File: src/rtl/ul_iq_slot_scheduler.sv
// ---------------------------------------------------------------------------
// ul_iq_slot_scheduler
//
// Uplink scheduler between NCH per-carrier DDC AXI-Stream outputs and the
// CPRI IQ transmit interface. Each channel packs two consecutive DDC samples
// into a pair. On every basic-frame strobe, the pending pair is released into
// that channel's IQ slot. If no pair is ready, the slot is zero and an
// underrun is reported.
//
// Ports:
//   clk             system clock
//   rst             asynchronous active-high reset
//   bf_strobe       one-cycle pulse per CPRI basic frame
//   ch_en           per-channel enable (quasi-static)
//   s_axis_tdata    per channel {Q, I}, channel c at [c*2SW +: 2SW]
//   s_axis_tvalid   per-channel valid
//   s_axis_tready   per-channel ready (decoded from channel state only)
//   iq_tx_i         per channel {I(s1), I(s0)}
//   iq_tx_q         per channel {Q(s1), Q(s0)}
//   iq_tx_valid     pulses the cycle after every bf_strobe
//   underrun        per-channel pulse: a strobe found no complete pair
//   ch_running      per-channel RUN indication
//
// Optional build macro UL_SCHED_STATS_EN adds:
//   stat_clr            clears all statistics counters
//   stat_underrun_cnt   per-channel 16-bit saturating underrun counters
//   stat_stall_cnt      per-channel 16-bit saturating stall-cycle counters
// ---------------------------------------------------------------------------
module ul_iq_slot_scheduler #(
    parameter int NCH = 2,
    parameter int SW  = 16
) (
    input  logic                clk,
    input  logic                rst,
    input  logic                bf_strobe,
    input  logic [NCH-1:0]      ch_en,
    input  logic [NCH*2*SW-1:0] s_axis_tdata,
    input  logic [NCH-1:0]      s_axis_tvalid,
    output logic [NCH-1:0]      s_axis_tready,
    output logic [NCH*2*SW-1:0] iq_tx_i,
    output logic [NCH*2*SW-1:0] iq_tx_q,
    output logic                iq_tx_valid,
    output logic [NCH-1:0]      underrun,
    output logic [NCH-1:0]      ch_running
`ifdef UL_SCHED_STATS_EN
    ,
    input  logic                stat_clr,
    output logic [NCH*16-1:0]   stat_underrun_cnt,
    output logic [NCH*16-1:0]   stat_stall_cnt
`endif
);

    localparam int DW = 2 * SW;

    typedef enum logic [1:0] {
        ST_OFF   = 2'd0,
        ST_ALIGN = 2'd1,
        ST_RUN   = 2'd2
    } ch_state_t;

    logic iq_tx_valid_r;

    // Frame-valid pulse follows every strobe by one cycle, independent of channels.
    always_ff @(posedge clk or posedge rst) begin
        if (rst) begin
            iq_tx_valid_r <= 1'b0;
        end else begin
            iq_tx_valid_r <= bf_strobe;
        end
    end

    assign iq_tx_valid = iq_tx_valid_r;

    for (genvar c = 0; c < NCH; c++) begin : g_ch
        ch_state_t         state_r, state_nxt_s;
        logic [DW-1:0]     acc_r, acc_nxt_s;
        logic              k_r, k_nxt_s;
        logic [2*DW-1:0]   pend_r, pend_nxt_s;
        logic              pend_vld_r, pend_vld_nxt_s;
        logic [DW-1:0]     slot_i_r, slot_i_nxt_s;
        logic [DW-1:0]     slot_q_r, slot_q_nxt_s;
        logic              underrun_r, underrun_nxt_s;
        logic [DW-1:0]     din_s;
        logic              tready_s;
        logic              accept_s;

        assign din_s    = s_axis_tdata[c*DW +: DW];
        // Ready only in RUN with room: a held s0 plus a full pend means no slot
        // for another sample until the next strobe drains pend.
        assign tready_s = (state_r == ST_RUN) && !(pend_vld_r && k_r);
        assign accept_s = tready_s && s_axis_tvalid[c];

        // Next-state and datapath update for this channel.
        always_comb begin
            state_nxt_s    = state_r;
            acc_nxt_s      = acc_r;
            k_nxt_s        = k_r;
            pend_nxt_s     = pend_r;
            pend_vld_nxt_s = pend_vld_r;
            slot_i_nxt_s   = slot_i_r;
            slot_q_nxt_s   = slot_q_r;
            underrun_nxt_s = 1'b0;
            if (!ch_en[c]) begin
                // Disable wins over everything: drop in-flight data, blank slot.
                state_nxt_s    = ST_OFF;
                acc_nxt_s      = '0;
                k_nxt_s        = 1'b0;
                pend_nxt_s     = '0;
                pend_vld_nxt_s = 1'b0;
                slot_i_nxt_s   = '0;
                slot_q_nxt_s   = '0;
            end else begin
                case (state_r)
                    ST_OFF: begin
                        state_nxt_s = ST_ALIGN;
                    end
                    ST_ALIGN: begin
                        if (bf_strobe) begin
                            // First frame after alignment carries an empty slot.
                            state_nxt_s  = ST_RUN;
                            slot_i_nxt_s = '0;
                            slot_q_nxt_s = '0;
                        end else begin
                            state_nxt_s = ST_ALIGN;
                        end
                    end
                    ST_RUN: begin
                        if (bf_strobe) begin
                            if (pend_vld_r) begin
                                // pend = {s1, s0}, each sample = {Q, I}
                                slot_i_nxt_s   = {pend_r[DW +: SW], pend_r[0 +: SW]};
                                slot_q_nxt_s   = {pend_r[DW+SW +: SW], pend_r[SW +: SW]};
                                pend_vld_nxt_s = 1'b0;
                            end else begin
                                slot_i_nxt_s   = '0;
                                slot_q_nxt_s   = '0;
                                underrun_nxt_s = 1'b1;
                            end
                        end else begin
                            slot_i_nxt_s = slot_i_r;
                        end
                        // A pair can only complete while pend is empty, so this
                        // never collides with the drain above.
                        if (accept_s) begin
                            if (!k_r) begin
                                acc_nxt_s = din_s;
                                k_nxt_s   = 1'b1;
                            end else begin
                                pend_nxt_s     = {din_s, acc_r};
                                pend_vld_nxt_s = 1'b1;
                                k_nxt_s        = 1'b0;
                            end
                        end else begin
                            k_nxt_s = k_r;
                        end
                    end
                    default: begin
                        state_nxt_s = ST_OFF;
                    end
                endcase
            end
        end

        // Channel state and datapath registers.
        always_ff @(posedge clk or posedge rst) begin
            if (rst) begin
                state_r    <= ST_OFF;
                acc_r      <= '0;
                k_r        <= 1'b0;
                pend_r     <= '0;
                pend_vld_r <= 1'b0;
                slot_i_r   <= '0;
                slot_q_r   <= '0;
                underrun_r <= 1'b0;
            end else begin
                state_r    <= state_nxt_s;
                acc_r      <= acc_nxt_s;
                k_r        <= k_nxt_s;
                pend_r     <= pend_nxt_s;
                pend_vld_r <= pend_vld_nxt_s;
                slot_i_r   <= slot_i_nxt_s;
                slot_q_r   <= slot_q_nxt_s;
                underrun_r <= underrun_nxt_s;
            end
        end

        assign s_axis_tready[c]      = tready_s;
        assign iq_tx_i[c*DW +: DW]   = slot_i_r;
        assign iq_tx_q[c*DW +: DW]   = slot_q_r;
        assign underrun[c]           = underrun_r;
        assign ch_running[c]         = (state_r == ST_RUN);

`ifdef UL_SCHED_STATS_EN
        logic [15:0] ucnt_r;
        logic [15:0] scnt_r;
        logic        stall_s;

        assign stall_s = (state_r == ST_RUN) && s_axis_tvalid[c] && !tready_s;

        // Saturating underrun and stall counters; clear has priority.
        always_ff @(posedge clk or posedge rst) begin
            if (rst) begin
                ucnt_r <= 16'd0;
                scnt_r <= 16'd0;
            end else if (stat_clr) begin
                ucnt_r <= 16'd0;
                scnt_r <= 16'd0;
            end else begin
                if (underrun_nxt_s && (ucnt_r != 16'hFFFF)) begin
                    ucnt_r <= ucnt_r + 16'd1;
                end
                if (stall_s && (scnt_r != 16'hFFFF)) begin
                    scnt_r <= scnt_r + 16'd1;
                end
            end
        end

        assign stat_underrun_cnt[c*16 +: 16] = ucnt_r;
        assign stat_stall_cnt[c*16 +: 16]    = scnt_r;
`endif
    end

endmodule

File: config.mk
export PLATFORM = sky130hd
export DESIGN_NAME = ul_iq_slot_scheduler
export DESIGN_NICKNAME = d
export VERILOG_FILES = /design/src/rtl/ul_iq_slot_scheduler.sv
export SDC_FILE = /design/constraint.sdc
export NUM_CORES = 1
export LEC_CHECK = 0
export CORE_MARGIN = 1
export CORE_UTILIZATION = 40
export DETAILED_ROUTE_END_ITERATION = 8
export GPL_TIMING_DRIVEN = 0
export PLACE_DENSITY = 0.67
export SLEW_MARGIN = 20
export SYNTH_ARGS = -nofsm -noshare
export SYNTH_HDL_FRONTEND = slang
export SYNTH_SLANG_ARGS = --single-unit
File: constraint.sdc
create_clock -name clk -period 14.5 [get_ports clk]
set_input_delay 4.35 -clock clk [delete_from_list [all_inputs] [get_ports clk]]
set_output_delay 4.35 -clock clk [all_outputs]
set_load 0.01 [all_outputs]
==> metrics, run 1 <==
Hold-fix buffers, CTS 0; wire per inst 17.6 um; area fraction in compound gates after synthesis about 6.5%; final instance area 17900 um2; DP Wirelength about 26000 um; post_cts resized 0; placed insts 1947; layout cell share with drive strength beyond 1 under 10%; R2R setup slack 12.67 ns; RePlAce Congestion just over 0.8; initial antenna violation count 0; global route overflow 0; kind of critical path register to output port; Yosys Warn Count 0; predominant post-synthesis flop cell dfrtp_1; area share of and/or/nand/nor cells after synthesis 15.2%; initial cell density of the core ~41%; DR vias/cell between 5 and 6; Routed WL ~35000 um; EDFF count, synth 0; Max Fanout on Critical Path 6; Final Worst Setup Slack about 8.0 ns; IO buf count approximately 200; syn_nets roughly 1400; Fmax achieved 154 MHz; CTS sink cnt 331; Cell variety after synth 30; Post-synth ARST share 100%; clock slew at reported path FFs 0.06 ns; CTS tree yes; largest net degree at the start of global routing just over 100; Worst Setup Start Kind register; Max-Slew Margin vs Limit 55.2%; sequential share of the synthesized area between 50% and 60%; minimum clock period 6.49 ns; outcome finished, final reports clean; Ports around 200; final cell count without fillers slightly above 2000; delay-heaviest family, CP buffers and inverters; Hold Startpoint g_ch[0].acc_r[1]; post-synthesis mux area share ~14%; Max Cap Violations 0; 1st-iter DRT viols slightly below 600; first-pass GRT wire length 57700 um; CTS buffer count 37; WP data required around 10 ns; DRT Pass-1 Iters 5; Placement Cell Area around 17000 um2; RSZ-0062 raised after global routing no; part of the cycle the worst path needs 44.7%; P_leak just over 8 nW; pre-CTS setup slack 8.12 ns; maximum root-to-sink buffer count 3; DIE AREA 35600 um2; arrival time at the worst endpoint between 2 and 2.5 ns; critical path's largest stage delay between 0.5 and 0.6 ns; Mean Syn Cell Area approximately 11 um2; R2R Path Start g_ch[0].state_r[1]; core area ~34000 um2; vias in the first global route between 10000 and 15000; XOR/XNOR share of the synthesized area 0%; Slew Viols, Final 0; drc violations 0; fillers between 3000 and 4000; post-route setup TNS 0 ns; fin nets approximately 1600; DR vias slightly above 10000; post-CTS setup buffer count 0; Core Rows 67; Fin. Hold Viols 0; Buffers & Inverters on Critical Path 2; Setup Viol. Count Final 0; Worst Max-Slew Pin Slew between 0.6 and 0.7 ns; adder-cell area share of the yosys netlist 0%; Die Wd 189 um; critical path cell sequence and2b_1, a21boi_0, buf_4, clkdlybuf4s50_1; CTS root buffer clkbuf_16; GRT Resource Usage Total 20.4%; Syn Inst Count between 1000 and 1500; register bit total from synthesis 331; area grow syn2layout 28.6%; Clock Skew between 0.015 and 0.02 ns; ANT nets after route 0; Worst VDD drop around 0.070 mV; largest family of logic cells by synthesized area simple AND/OR/NAND/NOR gates; Power Density about 110 nW/um2; H-tree depth 2; Mapped Area about 14000 um2; Setup crit end kind output port; CP max stage cell clkdlybuf4s50_1; HP Class register to register; worst skew pair latency 0.51 ns; Die Ht around 190 um; Critical path origin g_ch[0].state_r[0]
-- through the flow --
step | util [%] | power, mW | hold WS (ns)
after floorplan | - | 1.02 | 0.460
after global routing | 52.9 | 2.11 | 0.511
after CTS | 52.9 | 2.06 | 0.493
after detailed placement | 49.1 | 1.07 | 0.480
after global placement | 48.8 | 1.07 | 0.471
final | 52.9 | 2.04 | 0.487
-- synthesized netlist by cell type (5+ instances only) --
cell	instances	area share, %
mux2i_1	199	14
o21ai_1	6	0.22
o21ai_0	60	2.2
buf_1	7	0.19
buf_12	5	0.72
buf_6	9	0.73
a22o_1	57	3.6
nand2_1	433	12
buf_4	15	0.81
nand3_1	64	2.3
dfrtp_1	331	59
buf_2	14	0.50
clkbuf_1	61	1.6
-- routing by layer --
layer	global-route usage, %	part of all wire (%)	up-vias
met3	2.96	4.6	63
met5	0	0	-
met2	31.3	45	247
met4	6.23	2.6	0
li1	-	-	4833
met1	29.8	48	5120
-- kinds of logic after synthesis --
group                  after synthesis
buffers and inverters              112
flip-flops                         331
multiplexers                       199
AND/OR/NAND/NOR                    517
AO/OA/AOI/OAI                      133
-- path summary, 6_finish.rpt --
path                                   endpoint  depth (start not counted)
setup / recovery               s_axis_tready[0]                          4
hold / removal                g_ch[0].pend_r[1]                          1
max in group asynchronous  g_ch[1].slot_q_r[10]                          4
setup reg to reg              g_ch[0].acc_r[15]                          5
min in group asynchronous   g_ch[0].slot_q_r[1]                          2
hold reg to reg               g_ch[0].pend_r[1]                          1
-- flip-flops by register name (all words and copies together), names as in the netlist --
| register | flops |
|---|---|
| g_ch.acc_r | 64 |
| g_ch.slot_i_r | 64 |
| g_ch.slot_q_r | 64 |
| iq_tx_valid | 1 |
| g_ch.pend_r | 128 |
| g_ch.pend_vld_r | 2 |
| g_ch.state_r | 4 |
| g_ch.k_r | 2 |
| g_ch.underrun_r | 2 |
-- cell type report --
class	count	area, um2	share of cell area, %
buffer	111	639	3.57
inverter	1	11.3	0.0629
clock inverter	11	209	1.17
multi-input combinational	849	5010	28.0
timing repair buffer	207	2120	11.9
tap	448	561	3.13
sequential	331	8280	46.2
antenna	1	2.50	0.0140
clock buffer	52	1070	6.00
-- power by group --
group	internal [mW]	switching [mW]	total, mW	leakage (nW)
combinational	0.0459	0.0765	0.122	2.97
sequential	0.929	0.00357	0.932	4.62
clock	0.622	0.364	0.986	0.631
total	1.60	0.444	2.04	8.22
-- layout by cell type, fill, tap and decap left out --
cell type,instances
clkbuf_1,69
nand2_1,433
a21oi_1,1
buf_1,7
o21ai_0,60
dfrtp_1,331
a21boi_0,3
nand4bb_1,2
diode_2,1
nor2_1,2
nor3b_1,1
bufinv_16,6
and2b_1,1
buf_16,3
inv_8,1
nor2b_1,3
clkdlybuf4s50_1,204
clkbuf_16,39
mux2i_1,199
buf_12,5
nand3_1,64
buf_6,9
clkinv_2,4
inv_6,1
a31o_2,1
and3b_1,3
and4b_1,4
clkbuf_8,5
nor3b_2,1
buf_4,15
a21boi_1,1
o21ai_1,6
buf_2,14
and3_1,1
o21a_1,4
and2_1,1
a22o_1,57
nor2b_4,1
Note: power is estimated with default switching activity, not from simulation.
==> inputs of run 2 (changes only) <==
clock period = 6.4 ns   (was 14.5 ns; I/O delays follow)
==> metrics, run 2 (synthesis gave the netlist of run 1 again) <==
DR WL met3 1700 um (+4.0%); top layer in use met4; Die Wd 189 um (unchanged); Worst Setup Start Kind register; first-pass GRT wire length 58900 um (+2.0%); P_leak 8.24 nW (+0.21%); WL met1 17400 um (+1.4%); fin nets 1617 (+0.50%); Die Ht 189 um (unchanged); arrival time at the worst endpoint 2.13 ns (about the same); largest net degree at the start of global routing 35 (-65%); hold depth 1 (unchanged); worst reg-to-reg path cell count 6 (+1); vias in the first global route 10653 (+0.43%); Worst VDD drop 0.154 mV (+120%); area grow syn2layout 28.8%; DR vias 10376 (+1.1%); Ports 206 (unchanged); Routed WL 36100 um (+1.7%); clock slew at reported path FFs 0.06 ns (about the same); initial cell density of the core 41.1% (unchanged); part of the power in registers 47.4% (+1.7 points); most common cell after layout, fill and taps aside nand2_1; CTS tree yes; CTS root buffer clkbuf_16; minimum clock period ~4.0 ns; Psw 1.03 mW (+130%); Worst Max-Slew Pin Slew 0.715 ns (+0.0439 ns); outcome finished, final reports clean; Power Density 248 nW/um2 (+120%); CTS sink cnt 331 (unchanged); RePlAce Congestion 0.805 (-3.2%); final core occ 53.0% (+0.11 points); HP Class register to register; RSZ-0062 raised after global routing no; Setup Viol. Count Final 0 (unchanged); placed insts 1955 (+0.41%); most flop-heavy register g_ch.pend_r; DIE AREA 35600 um2 (unchanged); GRT Resource Usage Total 20.8% (+0.40 points); ANT nets after route 0 (unchanged); DP Wirelength 26400 um (+2.7%); sw frac 23.1% (+1.4 points); Fmax achieved 247 MHz; Pint 3.43 mW (+110%); post-route setup TNS 0 ns (unchanged); Max Cap Violations 0 (unchanged); layout cell share with drive strength beyond 1 7.31% (+0.58 points); Slew Viols, Final 0 (unchanged); worst skew pair latency 0.52 ns (about the same); post_cts resized 0 (unchanged); part of the cycle the worst path needs a little over three fifths; Clock Skew 0.0167 ns (+0.000450 ns); DR vias/cell 5.13 (+0.50%); core area 33900 um2 (unchanged); WP data required 4.48 ns (-5.67 ns); DRT Pass-1 Iters 5 (unchanged); Hold-fix buffers, CTS 0 (unchanged); H-tree depth 2 (unchanged); number of flip-flops in the largest register 128 (unchanged); combinational share of power 6.5% (+0.5 points); IO buf count 204 (unchanged); Multi-input gate area 5010 um2 (unchanged); initial antenna violation count 1 (+1); clock share of power 46.1% (-2.2 points); Max-Slew Margin vs Limit 52.3% (-2.9 points); Core Rows 67 (unchanged); 1st-iter DRT viols 580 (-2.2%); fillers 3088 (+1.2%); maximum root-to-sink buffer count 3 (unchanged); kind of critical path register to output port; post-CTS setup buffer count 0 (unchanged); final cell count without fillers 2023 (+0.60%); Setup crit end kind output port; WL met2 16400 um (+3.7%); global route overflow 0 (unchanged); Fin. Hold Viols 0 (unchanged); register area 8280 um2 (unchanged); leading cell types in the layout, fill and taps excluded nand2_1 (433), dfrtp_1 (331), clkdlybuf4s50_1 (204); drc violations 0 (unchanged); wire per inst 17.8 um (+1.1%); CTS buffer count 37 (unchanged); Max Fanout on Critical Path 6 (unchanged)
-- run 2: cell types whose count changed in the layout (fill, tap and decap cells not counted), moves of 3 or more --
cell	previous run	this run
buf_12	5	15
bufinv_16	6	0
clkbuf_8	5	8
clkinv_2	4	8
-- run 2: power by group through the flow --
stage               Combinational [mW]  Sequential, mW  Clock [mW]
floorplan                        0.162            2.15           0
global placement                 0.271            2.15           0
detailed placement               0.293            2.15           0
CTS                              0.294            2.11        2.09
global route                     0.318            2.11        2.18
finish                           0.291            2.11        2.06
-- run 2: cell type report --
class,count,share of cell area (%)
flip-flops and latches,331,46.1
multi-input cells,849,27.9
repair buffers,215,12.6
clock buffers,57,6.26
plain buffers,111,3.56
well taps,448,3.12
clock inverters,10,0.314
inverters,1,0.0418
diodes,1,0.0139
-- run 2: metal layers --
layer,global-route usage (%),up-vias
met4,5.06,0
met2,31.8,253
met5,0,-
li1,-,4840
met1,30.7,5241
met3,3.45,42
-- run 2: worst paths after layout --
path | slack [ns] | end | start
hold / removal | 0.48 | g_ch[0].pend_r[28] | g_ch[0].acc_r[28]
min in group asynchronous | 1.78 | g_ch[0].slot_q_r[0] | rst
hold reg to reg | 0.48 | g_ch[0].pend_r[28] | g_ch[0].acc_r[28]
setup reg to reg | 4.54 | g_ch[1].slot_q_r[15] | g_ch[1].state_r[1]
setup / recovery | 2.35 | s_axis_tready[0] | g_ch[0].state_r[0]
max in group asynchronous | 3.47 | g_ch[1].slot_q_r[9] | rst
-- run 2: through the flow --
stage	power (mW)	cell area [um2]	setup slack (ns)	hold WS (ns)
finish	4.46	18000	2.35	0.484
global route	4.61	18000	2.29	0.504
CTS	4.49	17900	2.35	0.479
detailed placement	2.44	16800	2.45	0.474
global placement	2.42	16500	-2.22	0.474
floorplan	2.31	13900	0.0593	0.460
-- run 2: worst max-delay path, stage by stage (launching register included) --
cell             delay [ns]
dfrtp_1                0.42
and2b_1                0.29
a21boi_0               0.24
buf_4                  0.15
clkdlybuf4s50_1        0.53
==> inputs of run 3 (changes only) <==
PLACE_DENSITY = 0.69   (was 0.67)
clock period = 3.7 ns   (was 6.4 ns; I/O delays follow)
==> metrics, run 3 (synthesis gave the netlist of run 1 again) <==
HP Class register to register; initial antenna violation count 0 (-1); kind of critical path register to output port; final instance area 18000 um2 (about the same); Pwr Total 7.65 mW (+72%); Setup crit end kind output port; global route hottest layer met2; Buffers & Inverters on Critical Path 2 (unchanged); pre-CTS setup slack 0.589 ns (-1.87 ns); Worst VDD drop 0.280 mV (+82%); CP max stage cell clkdlybuf4s50_1; 1st-iter DRT viols 560 (-3.4%); DRT Pass-1 Iters 5 (unchanged); routing usage on met2 33.3% (+1.5 points); CTS tree yes; Final Worst Setup Slack 0.274 ns (-2.08 ns); R2R setup slack 1.87 ns (-2.67 ns); P_leak 8.24 nW (about the same); global route overflow 0 (unchanged); H-tree depth 2 (unchanged); arrival time at the worst endpoint 2.32 ns (+0.19 ns); grt met3 use 3.54% (+0.093 points); Worst Max-Slew Pin Slew 0.617 ns (-0.0979 ns); DR vias 10304 (-0.69%); CTS sink cnt 331 (unchanged); number of flip-flops in the largest register 128 (unchanged); hold depth 1 (unchanged); Worst Setup Start Kind register; vias in the first global route 10468 (-1.7%); CTS buffer count 36 (-2.7%); Fin. Hold Viols 0 (unchanged); post_cts resized 0 (unchanged); GR Util met1 29.8% (-0.88 points); DIE AREA 35600 um2 (unchanged); core area 33900 um2 (unchanged); post-CTS setup buffer count 0 (unchanged); Power Density 426 nW/um2 (+72%); worst hold-check slack 0.492 ns (+0.00830 ns); WP data required 2.59 ns (-1.89 ns); Placement Cell Area 16800 um2 (+0.21%); critical path's largest stage delay 0.53 ns (about the same); DP Wirelength 26400 um (+0.10%); most flop-heavy register g_ch.pend_r; initial cell density of the core 41.1% (unchanged); critical path cell sequence and2b_1, a21boi_0, buf_4, clkdlybuf4s50_1; Clock Skew 0.0309 ns (+0.0142 ns); worst reg-to-reg path cell count 5 (-1); Levels on crit path 4 (unchanged); leading cell types in the layout, fill and taps excluded nand2_1 (433), dfrtp_1 (331), clkdlybuf4s50_1 (204); Setup Viol. Count Final 0 (unchanged); most common cell after layout, fill and taps aside nand2_1; GRT Resource Usage Total 20.9% (+0.10 points); first-pass GRT wire length 58700 um (-0.29%); delay-heaviest family, CP buffers and inverters; Max Fanout on Critical Path 6 (unchanged); drc violations 0 (unchanged); ANT nets after route 0 (unchanged); wire per inst 18.1 um (+1.3%); layout cell share with drive strength beyond 1 7.32% (+0.014 points); IO buf count 204 (unchanged); CTS root buffer clkbuf_16; antenna cells 0 (-1); outcome finished, final reports clean; Die Ht 189 um (unchanged); Die Wd 189 um (unchanged); largest net degree at the start of global routing 35 (unchanged); Max-Slew Margin vs Limit 58.8% (+6.5 points); RSZ-0062 raised after global routing no; Fmax achieved 292 MHz; maximum root-to-sink buffer count 3 (unchanged); part of the cycle the worst path needs 92.6%; Slew Viols, Final 0 (unchanged); DR vias/cell 5.10 (-0.50%); worst skew pair latency 0.53 ns (about the same); Max Cap Violations 0 (unchanged); Routed WL 36500 um (+1.1%); RePlAce Congestion 0.835 (+3.8%); area grow syn2layout 28.8% (about the same); Ports 206 (unchanged); fin nets 1617 (unchanged); clock slew at reported path FFs 0.07 ns (about the same); minimum clock period ~3.4 ns; Hold-fix buffers, CTS 0 (unchanged); Core Rows 67 (unchanged)
==> run 3: changes by cell type in the layout (fill, tap and decap cells not counted), sizes merged <==
cell / change
inv: +1
clkinv: -1
clkinvlp: -1
clkbuf: -3
buf: +1
diode: -1
==> run 3: worst paths after layout <==
kind / from / to
hold reg to reg: g_ch[0].acc_r[31] / g_ch[0].pend_r[31]
min in group asynchronous: rst / g_ch[1].slot_i_r[9]
setup reg to reg: g_ch[0].state_r[1] / g_ch[0].pend_r[15]
setup / recovery: g_ch[0].state_r[0] / s_axis_tready[0]
max in group asynchronous: rst / g_ch[1].acc_r[20]
hold / removal: g_ch[0].acc_r[31] / g_ch[0].pend_r[31]
==> run 3: layer usage <==
layer	vias up	wire length (um)
li1	4835	-
met1	5178	17000
met2	248	17100
met3	43	1760
met4	0	598
met5	-	0
==> run 3: area by class of cell <==
class / count / area, um2
inverters: 1 / 7.51
multi-input cells: 849 / 5010
fillers: 3017 / 15900
clock buffers: 54 / 1080
clock inverters: 9 / 71.3
plain buffers: 111 / 639
repair buffers: 216 / 2300
well taps: 448 / 561
flip-flops and latches: 331 / 8280
==> run 3: metrics by stage <==
step,TNS (ns),instances,utilization [%]
after global routing,0,2019,53.0
after detailed placement,0,1956,49.6
after CTS,0,2019,53.0
final,0,2019,53.0
after global placement,-1341.76,1944,48.8
after floorplan,-605.95,1292,-
==> run 3: power breakdown <==
| group | switching, mW | internal, mW |
|---|---|---|
| clock network | 1.46 | 2.02 |
| logic | 0.309 | 0.199 |
| registers | 0.0145 | 3.64 |
| total | 1.79 | 5.86 |
